--- src/rtl/entrada_condicionador.sv ---
// -----------------------------------------------------------------------------
// entrada_condicionador
//
// Input conditioning for the Nios system. The raw board inputs (active-low
// start pushbutton and the slide switches) are synchronized to clk_clk and
// debounced. Clean levels go to the start and chave PIOs, and single-cycle
// event pulses are made for local hardware.
//
// Ports:
//   clk_clk          in   system clock (50 MHz), rising edge
//   reset_reset      in   asynchronous reset, active-high
//   key_start_n      in   raw start pushbutton, active-low, bouncy
//   sw_chave         in   raw slide switches [CHAVE_W-1:0], bouncy
//   start_o          out  debounced start level, 1 = pressed
//   start_pulse_o    out  one-cycle pulse on an accepted press
//   chave_o          out  debounced switch vector [CHAVE_W-1:0]
//   chave_changed_o  out  one-cycle pulse when chave_o takes a new value
//
// Handshake: there is none. Every output is a free-running registered level
// or a one-cycle pulse. A consumer samples on any rising edge of clk_clk. No
// back-pressure exists and no pulse is ever held waiting for acceptance.
//
// Debug: the start FSM state is the internal signal `state` (start_state_t).
// Checkers can bind to it directly.
// -----------------------------------------------------------------------------
module entrada_condicionador #(
    parameter int DEBOUNCE_CYCLES = 500000,
    parameter int CHAVE_W         = 4
) (
    input  logic               clk_clk,
    input  logic               reset_reset,
    input  logic               key_start_n,
    input  logic [CHAVE_W-1:0] sw_chave,
    output logic               start_o,
    output logic               start_pulse_o,
    output logic [CHAVE_W-1:0] chave_o,
    output logic               chave_changed_o
);

    // 24 bits covers the full legal DEBOUNCE_CYCLES range (2 .. 2^24-1).
    localparam int             CNT_W    = 24;
    localparam logic [CNT_W-1:0] CNT_LAST = CNT_W'(DEBOUNCE_CYCLES - 1);
    localparam logic [CNT_W-1:0] CNT_ONE  = CNT_W'(1);

    typedef enum logic [1:0] {
        IDLE_SOLTO   = 2'd0,
        CONF_APERTO  = 2'd1,
        APERTADO     = 2'd2,
        CONF_SOLTURA = 2'd3
    } start_state_t;

    // ------------------------------------------------------------------
    // Two-flop synchronizers. The start synchronizer resets to 1, which is
    // the released level of the active-low pushbutton.
    // ------------------------------------------------------------------
    logic               key_meta;
    logic               key_sync;
    logic [CHAVE_W-1:0] sw_meta;
    logic [CHAVE_W-1:0] sw_sync;

    always_ff @(posedge clk_clk or posedge reset_reset) begin
        if (reset_reset) begin
            key_meta <= 1'b1;
            key_sync <= 1'b1;
            sw_meta  <= '0;
            sw_sync  <= '0;
        end else begin
            key_meta <= key_start_n;
            key_sync <= key_meta;
            sw_meta  <= sw_chave;
            sw_sync  <= sw_meta;
        end
    end

    // ------------------------------------------------------------------
    // Start channel FSM
    // ------------------------------------------------------------------
    start_state_t     state;
    start_state_t     state_next;
    logic [CNT_W-1:0] cnt_s;
    logic [CNT_W-1:0] cnt_s_next;
    logic             pressed;

    always_ff @(posedge clk_clk or posedge reset_reset) begin
        if (reset_reset) begin
            state <= IDLE_SOLTO;
            cnt_s <= '0;
        end else begin
            state <= state_next;
            cnt_s <= cnt_s_next;
        end
    end

    always_comb begin
        state_next = state;
        cnt_s_next = cnt_s;
        case (state)
            IDLE_SOLTO: begin
                if (!key_sync) begin
                    cnt_s_next = CNT_ONE;
                    state_next = CONF_APERTO;
                end
            end
            CONF_APERTO: begin
                if (key_sync) begin
                    // Bounce: the press did not hold long enough.
                    cnt_s_next = '0;
                    state_next = IDLE_SOLTO;
                end else if (cnt_s == CNT_LAST) begin
                    cnt_s_next = '0;
                    state_next = APERTADO;
                end else begin
                    cnt_s_next = cnt_s + CNT_ONE;
                end
            end
            APERTADO: begin
                if (key_sync) begin
                    cnt_s_next = CNT_ONE;
                    state_next = CONF_SOLTURA;
                end
            end
            CONF_SOLTURA: begin
                if (!key_sync) begin
                    cnt_s_next = '0;
                    state_next = APERTADO;
                end else if (cnt_s == CNT_LAST) begin
                    cnt_s_next = '0;
                    state_next = IDLE_SOLTO;
                end else begin
                    cnt_s_next = cnt_s + CNT_ONE;
                end
            end
            default: begin
                cnt_s_next = '0;
                state_next = IDLE_SOLTO;
            end
        endcase
    end

    // The debounced level is the accepted-press region of the FSM. start_o is
    // registered from the state, so the start channel has the same end-to-end
    // latency as the switch channel: 2 + DEBOUNCE_CYCLES edges after the first
    // sampling edge. Both pulses can therefore line up for simultaneous input.
    assign pressed = (state == APERTADO) || (state == CONF_SOLTURA);

    always_ff @(posedge clk_clk or posedge reset_reset) begin
        if (reset_reset) begin
            start_o       <= 1'b0;
            start_pulse_o <= 1'b0;
        end else begin
            start_o       <= pressed;
            start_pulse_o <= pressed & ~start_o;
        end
    end

    // ------------------------------------------------------------------
    // Switch channel. One stability window is shared by the whole vector, so
    // a burst of changes on any bits yields one update to the final value.
    // ------------------------------------------------------------------
    logic [CHAVE_W-1:0] prev;
    logic [CNT_W-1:0]   cnt_c;

    always_ff @(posedge clk_clk or posedge reset_reset) begin
        if (reset_reset) begin
            prev            <= '0;
            cnt_c           <= '0;
            chave_o         <= '0;
            chave_changed_o <= 1'b0;
        end else begin
            chave_changed_o <= 1'b0;
            prev            <= sw_sync;
            if (sw_sync != prev) begin
                cnt_c <= '0;
            end else if (cnt_c < CNT_LAST) begin
                cnt_c <= cnt_c + CNT_ONE;
            end else if (sw_sync != chave_o) begin
                chave_o         <= sw_sync;
                chave_changed_o <= 1'b1;
            end
        end
    end

endmodule

--- config.mk ---
export PLATFORM = sky130hd
export DESIGN_NAME = entrada_condicionador
export DESIGN_NICKNAME = d
export VERILOG_FILES = /design/src/rtl/entrada_condicionador.sv
export SDC_FILE = /design/constraint.sdc
export NUM_CORES = 1
export LEC_CHECK = 0
export CORE_MARGIN = 5
export CORE_UTILIZATION = 30
export DETAILED_ROUTE_END_ITERATION = 12
export PLACE_DENSITY = 0.56
export REMOVE_ABC_BUFFERS = 1
export SYNTH_ARGS = -nofsm -noshare
export SYNTH_HDL_FRONTEND = slang
export SYNTH_SLANG_ARGS = --single-unit
--- constraint.sdc ---
create_clock -name clk_clk -period 2 [get_ports clk_clk]
set_clock_uncertainty 0.05 [all_clocks]
set_input_delay 0.2 -clock clk_clk [delete_from_list [all_inputs] [get_ports clk_clk]]
set_output_delay 0.2 -clock clk_clk [all_outputs]
set_load 0.005 [all_outputs]
==> impl_metrics.py <==
metrics = {
    "placement": {
        "placed_area_mm2": 0.00402,
        "port_buffers": 13,
        "post-dp-hpwl_um": 4950,
        "place.gp.congestion": 0.763,
    },
    "clocking": {
        "clkTransAtPathRegs_ps": 60,
        "cts_tree": "built",
        "clock_latency_ps": 340,
        "cts_buffers": 9,
        "clock-sinks": 71,
        "cts-root-buf": "clkbuf_16",
        "ctsHoldBuffers": 0,
        "htreeDepth": 3,
        "clock_path_buffers": 2,
    },
    "power": {
        "ir_drop_mv": 0.447,
        "p_per_area_mw_per_mm2": 817,
        "p_leak_uw": 0.00198,
    },
    "synth": {
        "syn_area_mm2": 0.00344,
        "synthCells": 342,
        "ys_seq_elements": 71,
        "avgSynthCellArea_um2": 10.1,
        "ys.warnings.count": 0,
        "ys_seq_area_frac": 0.517,
        "ys.flop_type": "dfrtp_1",
        "ys_types": 53,
        "ys_async_sr_fraction": 1.00,
        "synth_edf_count": 0,
    },
    "run_status": {
        "status": "finished, violations left",
        "violations": "negative setup slack",
    },
    "floorplan": {
        "core_area_mm2": 0.0113,
        "ios": 14,
        "rows": 39,
        "fp.dieW_um": 117,
        "initial_core_util": 0.304,
        "die_area_mm2": 0.0137,
        "die_h_um": 117,
    },
    "grt": {
        "grt-ovfl-total": 0,
        "grt_pass1_vias": 2771,
        "grt_pass1_wl_um": 13200,
        "grt_max_degree": 49,
        "grt_usage": 0.123,
        "antenna_found_initial": 0,
    },
    "timing": {
        "rsz0062_at_grt": "true",
        "hold_violations": 0,
        "fin_tns_setup_ps": -2310,
        "worst_slew_pin_slew_ps": 503,
        "slew_headroom": 0.665,
        "fmaxAchievable_ghz": 0.472,
        "timing.final.crit_share": 1.06,
        "layout_min_cycle_time_ps": 2120,
        "finalMaxSlewViolations": 0,
        "setup_viol": 34,
        "fin_ws_ps": -119,
    },
    "detailed_routing": {
        "drt_wl_total_um": 7590,
        "vias_per_cell": 5.11,
        "dr.pass1.iters": 4,
        "first_iter_violations": 175,
        "vias": 2821,
        "drc_errors": 0,
        "wl_per_cell_um": 13.8,
        "antenna_left": 0,
    },
    "finish": {
        "antennaDiodeCount": 0,
        "stdcell_area_mm2": 0.00456,
        "area_delta_synth_final_pct": 32.6,
        "final_common_cell": "dfrtp_1",
        "nNetsFinal": 413,
        "final_cell_mix": "69 x dfrtp_1, 49 x buf_4, 32 x nand2_1",
        "drive_gt1_frac": 0.264,
    },
    "worst_setup_path": {
        "start_kind": "flip-flop",
        "path_class": "flip-flop to flip-flop",
        "worstPathRequired_ps": 2180,
        "cp.arrival_ps": 2300,
        "cp-end-kind": "flip-flop",
        "cp_max_fo": 9,
    },
    "min_path": {
        "min_path_type": "primary input to asynchronous set/reset pin",
    },
    "run": {
        "max_cap_violations": 0,
    },
}
-- sequential cells by signal, indices dropped and copies added, names as in the netlist, named ones only --
register	cells
start_pulse_o	1
chave_changed_o	1
chave_o	4
prev	4
sw_meta	4
state	1
start_o	1
key_sync	1
sw_sync	4
cnt_c	24
cnt_s	24
key_meta	1
-- report_power, final --
| group | total [uW] | internal (uW) | switching [uW] |
|---|---|---|---|
| registers | 1560 | 1500 | 58.9 |
| logic | 537 | 230 | 307 |
| clock network | 1630 | 977 | 652 |
| total | 3720 | 2710 | 1020 |
-- synthesized netlist by cell type (3+ instances only) --
master | count | area [um^2]
a21oi_1 | 18 | 90.1
a22o_1 | 4 | 35.0
a31oi_1 | 14 | 87.6
a41o_1 | 4 | 40.0
a41oi_1 | 3 | 26.3
and2_1 | 6 | 37.5
and3_1 | 7 | 43.8
and4_1 | 4 | 35.0
buf_2 | 4 | 20.0
buf_6 | 3 | 33.8
clkbuf_1 | 9 | 33.8
dfrtp_1 | 69 | 1730
inv_1 | 7 | 26.3
mux2_2 | 4 | 45.0
mux2i_1 | 6 | 60.1
nand2_1 | 32 | 120
nand3_1 | 24 | 120
nand4_1 | 12 | 75.1
nor2_1 | 29 | 109
nor3_1 | 9 | 45.0
nor4_1 | 4 | 25.0
o21ai_0 | 11 | 55.1
or3_1 | 11 | 68.8
xnor2_1 | 8 | 70.1
xor2_1 | 5 | 43.8
-- cells by family (layout without fill, tap and decap cells) --
group / after synthesis / after routing / share of synthesized area
flip-flops: 71 / 71 / 0.517
AND/OR/NAND/NOR: 150 / 150 / 0.231
adder cells (fa/ha/maj): 2 / 2 / 0.00727
AO/OA/AOI/OAI: 72 / 74 / 0.146
XOR/XNOR: 13 / 13 / 0.0331
buffers and inverters: 24 / 89 / 0.0353
multiplexers: 10 / 10 / 0.0306
-- layer usage --
metal,vias up,part of all wire,global-route usage
met4,0,0.022,0.0566
met3,12,0.034,0.0344
met5,-,0,0
met2,42,0.45,0.185
li1,1387,-,-
met1,1380,0.49,0.165
-- area by class of cell --
class	count	area, um^2
clock inverter	7	80.1
clock buffer	9	225
timing repair buffer	66	561
inverter	7	26.3
tap	143	179
multi-input combinational	249	1710
sequential	71	1780
fill	1097	6760
-- path summary, 6_finish.rpt --
path	from	end	slack (ps)	depth (start not counted)
max in group asynchronous	reset_reset	cnt_c[23]	1230	3
worst max register to register	cnt_s[23]	cnt_s[11]	-120	6
worst max-delay path	cnt_s[23]	cnt_s[11]	-120	6
worst min-delay path	reset_reset	cnt_s[2]	100	2
min in group clk_clk	key_start_n	key_meta	220	1
worst min register to register	sw_meta[1]	sw_sync[1]	300	0
-- stage by stage --
stage / worst slack (ps) / instances / hold slack (ps) / util / total power (uW)
finish: -119 / 552 / 99.5 / 0.403 / 3720
global route: -195 / 552 / 136 / 0.403 / 3900
CTS: -113 / 549 / 101 / 0.393 / 3770
detailed placement: -201 / 527 / 286 / 0.355 / 2050
global placement: -105 / 527 / 284 / 0.355 / 2040
floorplan: -366 / 325 / 154 / - / 1850
-- repair_timing --
item	CTS	global route
pin swaps	7	8
buffers inserted	5	3
setup endpoints to repair	36	42
cloned	2	0
gates resized for setup	21	18
-- critical path: stages, from the launching register on --
cell and delay (ps):
dfrtp_1 380, or4_4 540, or3_4 390, o211ai_2 190, buf_6 160, o21ai_1 70
a22o_1 240
Note: power is estimated with default switching activity, not from simulation.
